`src/rtl/axicb_slv_rd_sched.sv`:
```
`default_nettype none
// ============================================================================
// Module      : axicb_slv_rd_sched
// Description : Slave-port read scheduler. Round-robin AR arbitration across
//               master switches, grant-order FIFO, and R burst steering.
// Revision    : 1.0 - initial release
// ============================================================================
module axicb_slv_rd_sched #(
  parameter int MST_NB   = 4,
  parameter int ARCH_W   = 8,
  parameter int RCH_W    = 8,
  parameter int OSTD_NUM = 4
) (
  input  logic                        aclk,
  input  logic                        aresetn,
  input  logic                        srst,
  input  logic [MST_NB-1:0]           i_arvalid,
  output logic [MST_NB-1:0]           i_arready,
  input  logic [MST_NB*ARCH_W-1:0]    i_arch,
  output logic [MST_NB-1:0]           i_rvalid,
  input  logic [MST_NB-1:0]           i_rready,
  output logic [MST_NB-1:0]           i_rlast,
  output logic [RCH_W-1:0]            i_rch,
  output logic                        o_arvalid,
  input  logic                        o_arready,
  output logic [ARCH_W-1:0]           o_arch,
  input  logic                        o_rvalid,
  output logic                        o_rready,
  input  logic                        o_rlast,
  input  logic [RCH_W-1:0]            o_rch,
  output logic [$clog2(OSTD_NUM):0]   ostd_cnt
);

  localparam int c_mst_w = $clog2(MST_NB);
  localparam int c_cnt_w = $clog2(OSTD_NUM) + 1;
  localparam int c_ptr_w = (OSTD_NUM > 1) ? $clog2(OSTD_NUM) : 1;

  logic [c_mst_w-1:0] r_rr_ptr;
  logic [c_mst_w-1:0] r_lock_gnt;
  logic               r_lock;
  logic [c_cnt_w-1:0] r_ostd_cnt;
  logic [c_mst_w-1:0] w_rr_gnt;
  logic [c_mst_w-1:0] w_gnt;
  logic [c_mst_w-1:0] w_rr_nxt;
  logic [c_mst_w-1:0] w_head;
  logic               w_full;
  logic               w_empty;
  logic               w_any_req;
  logic               w_push;
  logic               w_pop;

  assign w_full    = (r_ostd_cnt == c_cnt_w'(OSTD_NUM));
  assign w_empty   = (r_ostd_cnt == '0);
  assign w_any_req = |i_arvalid;

  // Walk the search order backwards so the first requester after the pointer wins.
  always_comb begin
    w_rr_gnt = r_rr_ptr;
    for (int i = MST_NB - 1; i >= 0; i--) begin
      if (i_arvalid[(int'(r_rr_ptr) + i) % MST_NB])
        w_rr_gnt = c_mst_w'((int'(r_rr_ptr) + i) % MST_NB);
    end
  end

  assign w_gnt    = r_lock ? r_lock_gnt : w_rr_gnt;
  assign w_rr_nxt = (w_gnt == c_mst_w'(MST_NB - 1)) ? '0 : w_gnt + 1'b1;

  assign o_arvalid = w_any_req & ~w_full;
  assign o_arch    = i_arch[w_gnt*ARCH_W +: ARCH_W];
  assign w_push    = o_arvalid & o_arready;

  always_comb begin
    i_arready        = '0;
    i_arready[w_gnt] = o_arready & ~w_full;
  end

  always_comb begin
    i_rvalid = '0;
    i_rlast  = '0;
    if (!w_empty) begin
      i_rvalid[w_head] = o_rvalid;
      i_rlast[w_head]  = o_rlast;
    end
  end

  assign o_rready = ~w_empty & i_rready[w_head];
  assign i_rch    = o_rch;
  assign w_pop    = o_rvalid & o_rready & o_rlast;
  assign ostd_cnt = r_ostd_cnt;

  // A pending request that did not issue (slave stall or full) freezes the grant.
  always_ff @(posedge aclk or negedge aresetn) begin
    if (!aresetn) begin
      r_rr_ptr   <= '0;
      r_lock     <= 1'b0;
      r_lock_gnt <= '0;
      r_ostd_cnt <= '0;
    end else if (srst) begin
      r_rr_ptr   <= '0;
      r_lock     <= 1'b0;
      r_lock_gnt <= '0;
      r_ostd_cnt <= '0;
    end else begin
      if (w_push) begin
        r_rr_ptr <= w_rr_nxt;
        r_lock   <= 1'b0;
      end else if (w_any_req && !r_lock) begin
        r_lock     <= 1'b1;
        r_lock_gnt <= w_gnt;
      end
      r_ostd_cnt <= r_ostd_cnt + c_cnt_w'(w_push) - c_cnt_w'(w_pop);
    end
  end

  generate
    if (OSTD_NUM > 1) begin : g_fifo_multi
      logic [c_mst_w-1:0] r_mem [OSTD_NUM];
      logic [c_ptr_w-1:0] r_wptr;
      logic [c_ptr_w-1:0] r_rptr;

      always_ff @(posedge aclk or negedge aresetn) begin
        if (!aresetn) begin
          r_wptr <= '0;
          r_rptr <= '0;
        end else if (srst) begin
          r_wptr <= '0;
          r_rptr <= '0;
        end else begin
          if (w_push) r_wptr <= r_wptr + 1'b1;
          if (w_pop)  r_rptr <= r_rptr + 1'b1;
        end
      end

      always_ff @(posedge aclk) begin
        if (w_push) r_mem[r_wptr] <= w_gnt;
      end

      assign w_head = r_mem[r_rptr];
    end else begin : g_fifo_single
      logic [c_mst_w-1:0] r_slot;

      always_ff @(posedge aclk or negedge aresetn) begin
        if (!aresetn)    r_slot <= '0;
        else if (srst)   r_slot <= '0;
        else if (w_push) r_slot <= w_gnt;
      end

      assign w_head = r_slot;
    end
  endgenerate

`ifndef SYNTHESIS
  a_no_push_full: assert property (@(posedge aclk) disable iff (!aresetn || srst)
    !(w_push && w_full));
  a_no_pop_empty: assert property (@(posedge aclk) disable iff (!aresetn || srst)
    !(w_pop && w_empty));
  a_arch_stable: assert property (@(posedge aclk) disable iff (!aresetn || srst)
    (o_arvalid && !o_arready) |=> $stable(o_arch));
`endif

endmodule
`default_nettype wire

```
`config.mk`:
```
export PLATFORM = sky130hd
export DESIGN_NAME = axicb_slv_rd_sched
export DESIGN_NICKNAME = d
export VERILOG_FILES = /design/src/rtl/axicb_slv_rd_sched.sv
export SDC_FILE = /design/constraint.sdc
export NUM_CORES = 1
export LEC_CHECK = 0
export ABC_AREA = 0
export CAP_MARGIN = 15
export CELL_PAD_IN_SITES_DETAIL_PLACEMENT = 0
export CELL_PAD_IN_SITES_GLOBAL_PLACEMENT = 1
export CORE_ASPECT_RATIO = 1.5
export CORE_MARGIN = 2
export CORE_UTILIZATION = 30
export CTS_CLUSTER_DIAMETER = 60
export DETAILED_ROUTE_END_ITERATION = 8
export GPL_TIMING_DRIVEN = 0
export PLACE_DENSITY = 0.89
export SLEW_MARGIN = 30
export SYNTH_ARGS = -nofsm -noshare
export SYNTH_HDL_FRONTEND = slang
export SYNTH_SLANG_ARGS = --single-unit
```
`constraint.sdc`:
```
create_clock -name aclk -period 6.1 [get_ports aclk]
set_input_delay 1.22 -clock aclk [delete_from_list [all_inputs] [get_ports aclk]]
set_output_delay 1.22 -clock aclk [all_outputs]
set_load 0.005 [all_outputs]
```
==> impl_metrics.json, run 1 <==
{
  "outcome": "finished clean",
  "grt_pass1_vias": 1479,
  "initial_utilization": 0.312,
  "routabilityCongestion": 0.760,
  "finalNonFillerCells": 312,
  "yosysWarnings": 0,
  "clkSinkCount": 20,
  "cp_cell_sequence": "clkdlybuf4s50_1 > nor2b_1 > a2111oi_0 > o22ai_1 > buf_1 > inv_1 > ha_1 > and2_1 > clkdlybuf4s50_1",
  "fin_setup_tns_ns": 0,
  "boundaryPins": 87,
  "slew_headroom": 0.530,
  "power_density_mw_per_mm2": 265,
  "synth_top_area_cell": "dfrtp_1",
  "dp.cells": 308,
  "worst-setup-path-type": "input pin to output port",
  "period_minus_slack_ns": 5.37,
  "cap_violations": 0,
  "track_usage": 0.127,
  "total_leakage_power_nw": 1.06,
  "die-area_mm2": 0.00594,
  "ant_nets": 0,
  "post_cts_buffers": 0,
  "dpl_cell_area_mm2": 0.00246,
  "rsz0062_at_grt": "no",
  "fin_area_mm2": 0.00253,
  "final_common_cell": "clkdlybuf4s50_1",
  "synthTopCellsByArea": "dfrtp_1 (19%), mux2i_1 (18%), edfxtp_1 (15%)",
  "dp_hpwl_um": 2990,
  "portBuffers": 78,
  "drive_above_1_share": 0.0861,
  "most-common-layout-cells": "clkdlybuf4s50_1 (78), mux2i_1 (28), nand2_1 (13), nor2_1 (13), dfrtp_1 (12)",
  "numCtsBuffers": 3,
  "drc_errors": 0,
  "synthCells": 162,
  "postSynthAreaPerCell_um2": 9.86,
  "cts_tree": "done",
  "crit_slowest_cell": "a2111oi_0",
  "die_h_um": 93.4,
  "crit_path_max_fanout": 11,
  "netlist_area_mm2": 0.00160,
  "fin_crit_sh": 0.881,
  "htreeDepth": 1,
  "nets": 310,
  "cts_root_buffer": "clkbuf_8",
  "max_freq_mhz": 186,
  "synth_top_area_frac": 0.188,
  "syn_to_final_growth_pct": 58.7,
  "crit_path_start_kind": "input pin",
  "ys_ff_latch": 20,
  "cts_hold_buffers": 0,
  "worstMarginPinSlew_ns": 0.705,
  "avgRoutedWirePerCell_um": 11.6,
  "grt_antenna_before_repair": 0,
  "path_delay_family": "buffers and inverters",
  "cp_num_buf_inv": 4,
  "finalSetupViolCount": 0,
  "cp_data_arrival_time_ns": 4.15,
  "worstPathRequired_ns": 4.88,
  "holdWs_ns": 0.527,
  "rows": 32,
  "synth.distinct_cells": 40,
  "synth_edf_count": 8,
  "die_w_um": 63.6,
  "endpoint_kind": "output port",
  "vias_per_cell": 4.72,
  "hold_class": "flop to flop",
  "postRouteWirelength_um": 3620,
  "peakVddDrop_mv": 0.109,
  "grt_max_degree": 16,
  "dr.pass1.iters": 4,
  "yosysSeqAreaShare": 0.338,
  "final.setup_skew_ns": 0.00483,
  "insertion_delay_ns": 0.25,
  "finalHoldViolCount": 0,
  "synth_nets": 227,
  "async_flop_share": 0.600,
  "cpMostUsedCell": "clkdlybuf4s50_1",
  "max_stage_delay_ns": 0.61,
  "drt_iter0_markers": 11,
  "core-area_mm2": 0.00512,
  "synth-main-ff-cell": "dfrtp_1",
  "maxSlewViolCount": 0,
  "clockBufferDepth": 2,
  "cts.clk_slew.worst_paths_ns": 0.08,
  "cts_resized": 0,
  "overflow": 0,
  "diodes": 0,
  "grt_pass1_wl_um": 6150,
  "vias": 1473
}
==> power breakdown <==
group,internal (mW),switching (mW),total [mW]
Combinational,0.203,0.146,0.348
Sequential,0.167,0.0265,0.193
Clock,0.0875,0.0425,0.130
Total,0.457,0.215,0.672
==> path summary, 6_finish.rpt <==
| check | startpoint | slack, ns | to | cells after the start |
|---|---|---|---|---|
| hold reg to reg | r_lock_gnt[0] | 0.53 | r_lock_gnt[0] | 2 |
| hold / removal | r_lock_gnt[0] | 0.53 | r_lock_gnt[0] | 2 |
| setup / recovery | i_arvalid[3] | 0.73 | i_arready[3] | 9 |
| setup reg to reg | g_fifo_multi.r_rptr[0] | 3.07 | ostd_cnt[2] | 13 |
| min in group asynchronous | aresetn | 1.32 | r_lock_gnt[0] | 1 |
| max in group asynchronous | aresetn | 4.41 | g_fifo_multi.r_rptr[1] | 1 |
==> state kept, by name, summed over array words and instances, names as in the netlist <==
signal               flops
g_fifo_multi.r_rptr      2
r_rr_ptr                 2
ostd_cnt                 3
g_fifo_multi.r_mem       8
r_lock_gnt               2
g_fifo_multi.r_wptr      2
r_lock                   1
==> synth_stat cells (2+ instances only) <==
cell type,number
nor3_1,6
dfrtp_1,12
nor3b_1,3
nand2_1,13
and2_1,5
nor2b_1,5
clkbuf_1,2
edfxtp_1,8
mux2i_1,28
buf_4,9
inv_1,10
a21oi_1,5
and3_1,4
nor2_1,13
or3_1,3
o21ai_0,2
xnor2_1,2
ha_1,10
==> kinds of logic (layout without fill, tap and decap cells) <==
| logic type | after synthesis | in the layout | share of synthesized area |
|---|---|---|---|
| simple gates | 57 | 57 | 0.185 |
| mux | 32 | 32 | 0.222 |
| buf+inv | 24 | 106 | 0.0830 |
| flops | 20 | 20 | 0.338 |
| compound gates | 15 | 15 | 0.0642 |
| fa+ha+maj | 11 | 11 | 0.0908 |
| xor+xnor | 3 | 3 | 0.0164 |
==> tightest hold or removal path: stages, from the launching register on <==
cell     delay (ns)
dfrtp_1        0.35
mux2i_1        0.07
nor2_1         0.08
==> metrics by stage <==
step	setup WS, ns	power, mW	util
2_1_floorplan	2.15	0.387	-
3_3_place_gp	0.729	0.544	0.481
3_5_place_dp	0.710	0.551	0.481
4_1_cts	0.700	0.681	0.495
5_1_grt	0.411	0.720	0.495
6_report	0.726	0.672	0.495
==> layout make-up <==
type | instances | area (um2)
inverter | 10 | 37.5
timing repair buffer | 78 | 781
clock inverter | 1 | 30.0
fill | 515 | 2590
tap | 68 | 85.1
buffer | 14 | 95.1
clock buffer | 3 | 41.3
multi-input combinational | 118 | 925
sequential | 20 | 541
==> layer usage <==
metal,vias up,routed length [um],track usage
li1,729,-,-
met1,672,1370,0.133
met2,70,1920,0.247
met3,2,309,0.0265
met4,0,25,0.0380
met5,-,0,0
Note: power is estimated with default switching activity, not from simulation.
==> run 2, diff against run 1 <==
--- a/config.mk
+++ b/config.mk
@@ -5,7 +5,7 @@
 export SDC_FILE = /design/constraint.sdc
 export NUM_CORES = 1
 export LEC_CHECK = 0
-export ABC_AREA = 0
+export ABC_AREA = 1
 export CAP_MARGIN = 15
 export CELL_PAD_IN_SITES_DETAIL_PLACEMENT = 0
 export CELL_PAD_IN_SITES_GLOBAL_PLACEMENT = 1
@@ -15,7 +15,8 @@
 export CTS_CLUSTER_DIAMETER = 60
 export DETAILED_ROUTE_END_ITERATION = 8
 export GPL_TIMING_DRIVEN = 0
-export PLACE_DENSITY = 0.89
+export PLACE_DENSITY = 0.81
+export SKIP_CTS_REPAIR_TIMING = 1
 export SLEW_MARGIN = 30
 export SYNTH_ARGS = -nofsm -noshare
 export SYNTH_HDL_FRONTEND = slang
==> impl_metrics.json, run 2 <==
{
  "numCtsBuffers": 3,
  "ant_nets": 0,
  "endpoint_kind": "output port",
  "grt_antenna_before_repair": 0,
  "clkSinkCount": 20,
  "postRouteWirelength_um": 4830,
  "p_clk_frac": 0.112,
  "worst-setup-path-type": "input pin to output port",
  "fin_setup_tns_ns": 0,
  "die-area_mm2": 0.00723,
  "nFillCells": 699,
  "hold_class": "flop to flop",
  "diodes": 0,
  "final.setup_skew_ns": 0.00289,
  "synth.distinct_cells": 30,
  "crit_path_start_kind": "input pin",
  "synth-main-ff-cell": "dfrtp_1",
  "met3WireLength_um": 317,
  "routabilityCongestion": 0.782,
  "finalSetupViolCount": 0,
  "rows": 36,
  "vias_per_cell": 4.50,
  "overflow": 0,
  "drt_iter0_markers": 52,
  "synth.most_common_cell": "inv_1",
  "die_w_um": 70.1,
  "startpoint": "i_arvalid[3]",
  "yosysWarnings": 0,
  "clockBufferDepth": 2,
  "peakVddDrop_mv": 0.207,
  "grt_pass1_vias": 1956,
  "dr.max_layer_used": "met4",
  "outcome": "finished clean",
  "most-common-layout-cells": "clkdlybuf4s50_1 (78), inv_1 (65), nand2_1 (60)",
  "boundaryPins": 87,
  "worstMarginPinSlew_ns": 0.569,
  "dr.pass1.iters": 5,
  "worstPathRequired_ns": 4.88,
  "holdWs_ns": 0.553,
  "finalPower_mw": 1.18,
  "synth_common_cells": "inv_1 (65), nand2_1 (60), nand3_1 (52)",
  "power_frac_seq": 0.175,
  "grt_pass1_wl_um": 8200,
  "cts_tree": "done",
  "initial_utilization": 0.305,
  "synth_edf_count": 8,
  "nets": 446,
  "p_comb_frac": 0.714,
  "insertion_delay_ns": 0.26,
  "crit_path_max_fanout": 11,
  "finalHoldViolCount": 0,
  "largest_reg_flops": 8,
  "cts.clk_slew.worst_paths_ns": 0.08,
  "synthTopCellsByArea": "dfrtp_1 (15%), nand3_1 (13%), inv_1 (12%)",
  "synth_top_area_frac": 0.153,
  "async_flop_share": 0.600,
  "wl_met1_um": 1910,
  "slew_headroom": 0.619,
  "cts_root_buffer": "clkbuf_8",
  "drc_errors": 0,
  "postSynthAreaPerCell_um2": 6.60,
  "track_usage": 0.136,
  "p_sw_mw": 0.517,
  "dp_hpwl_um": 4070,
  "ys_ff_latch": 20,
  "synth_nets": 363,
  "vias": 2050,
  "grt_max_degree": 16,
  "cp_data_arrival_time_ns": 3.72,
  "netlist_area_mm2": 0.00197,
  "htreeDepth": 1,
  "period_minus_slack_ns": 4.94,
  "drive_above_1_share": 0.124,
  "syn_to_final_growth_pct": 48.2,
  "max_freq_mhz": 203,
  "maxSlewViolCount": 0,
  "die_h_um": 103,
  "core-area_mm2": 0.00644,
  "avgRoutedWirePerCell_um": 10.6,
  "final_common_cell": "clkdlybuf4s50_1",
  "r2r_start": "g_fifo_multi.r_rptr[0]",
  "power.internal_mw": 0.665,
  "portBuffers": 78,
  "hold_start": "r_lock_gnt[1]",
  "rsz0062_at_grt": "no",
  "sw_frac_of_total": 0.437,
  "fin_crit_sh": 0.809,
  "yosysSeqAreaShare": 0.275,
  "top_register": "g_fifo_multi.r_mem",
  "power_density_mw_per_mm2": 406,
  "total_leakage_power_nw": 1.49,
  "wl_met2_um": 2570,
  "synth_top_area_cell": "dfrtp_1",
  "synthCells": 298,
  "cap_violations": 0
}
==> run 2: area by class of cell <==
class | count | area, um2 | area share
plain buffers | 13 | 111 | 0.0382
clock buffers | 3 | 41.3 | 0.0142
clock inverters | 1 | 30.0 | 0.0103
inverters | 72 | 278 | 0.0954
multi-input cells | 193 | 1040 | 0.356
flip-flops and latches | 20 | 541 | 0.186
well taps | 76 | 95.1 | 0.0326
repair buffers | 78 | 781 | 0.268
==> run 2: power groups by stage <==
stage / Combinational, mW / Sequential, mW / Clock, mW
3_3_place_gp: 0.852 / 0.209 / 0
6_report: 0.843 / 0.207 / 0.132
2_1_floorplan: 0.531 / 0.205 / 0
5_1_grt: 0.953 / 0.211 / 0.139
3_5_place_dp: 0.857 / 0.209 / 0
4_1_cts: 0.862 / 0.207 / 0.134
==> run 2: cell families after synthesis <==
logic type                 after synthesis  share of synthesized area
adders and majority gates               11                     0.0738
buffers and inverters                   85                      0.198
DFF                                     20                      0.275
and+or+nand+nor                        164                      0.397
xor gates and xnor gates                 2                    0.00891
AOI/OAI and AO/OA                       16                     0.0477
==> run 2: worst max-delay path: stages <==
cell and delay [ns]:
clkdlybuf4s50_1 0.49, inv_1 0.06, nand2_1 0.07, nand3_1 0.10, nand2_1 0.08, inv_1 0.04, nand2_1 0.06, nand2_2 0.07
nand2_2 0.07, nand2_2 0.06, nand3_4 0.12, nand2_4 0.08, buf_12 0.15, inv_1 0.16, ha_1 0.18, inv_1 0.06
nor2_1 0.12, clkdlybuf4s50_1 0.52
==> run 2: path summary, 6_finish.rpt <==
check | end | slack [ns] | cells past startpoint
setup reg to reg | ostd_cnt[2] | 3.40 | 18
setup / recovery | i_arready[3] | 1.16 | 18
min in group asynchronous | g_fifo_multi.r_rptr[1] | 1.32 | 1
hold / removal | r_lock_gnt[1] | 0.55 | 2
hold reg to reg | r_lock_gnt[1] | 0.55 | 2
max in group asynchronous | g_fifo_multi.r_wptr[1] | 4.40 | 1
==> run 2: stage by stage <==
| step | instances | utilization | worst slack, ns | area, um2 |
|---|---|---|---|---|
| 3_3_place_gp | 452 | 0.441 | 1.20 | 2840 |
| 4_1_cts | 456 | 0.452 | 1.17 | 2910 |
| 5_1_grt | 456 | 0.452 | 0.974 | 2910 |
| 2_1_floorplan | 298 | - | 2.34 | 1970 |
| 6_report | 456 | 0.452 | 1.16 | 2910 |
| 3_5_place_dp | 452 | 0.441 | 1.18 | 2840 |
==> run 2: metal layers <==
metal,global-route usage,up-vias
met1,0.140,900
met2,0.286,72
met3,0.0293,4
li1,-,1074
met4,0.0178,0
met5,0,-
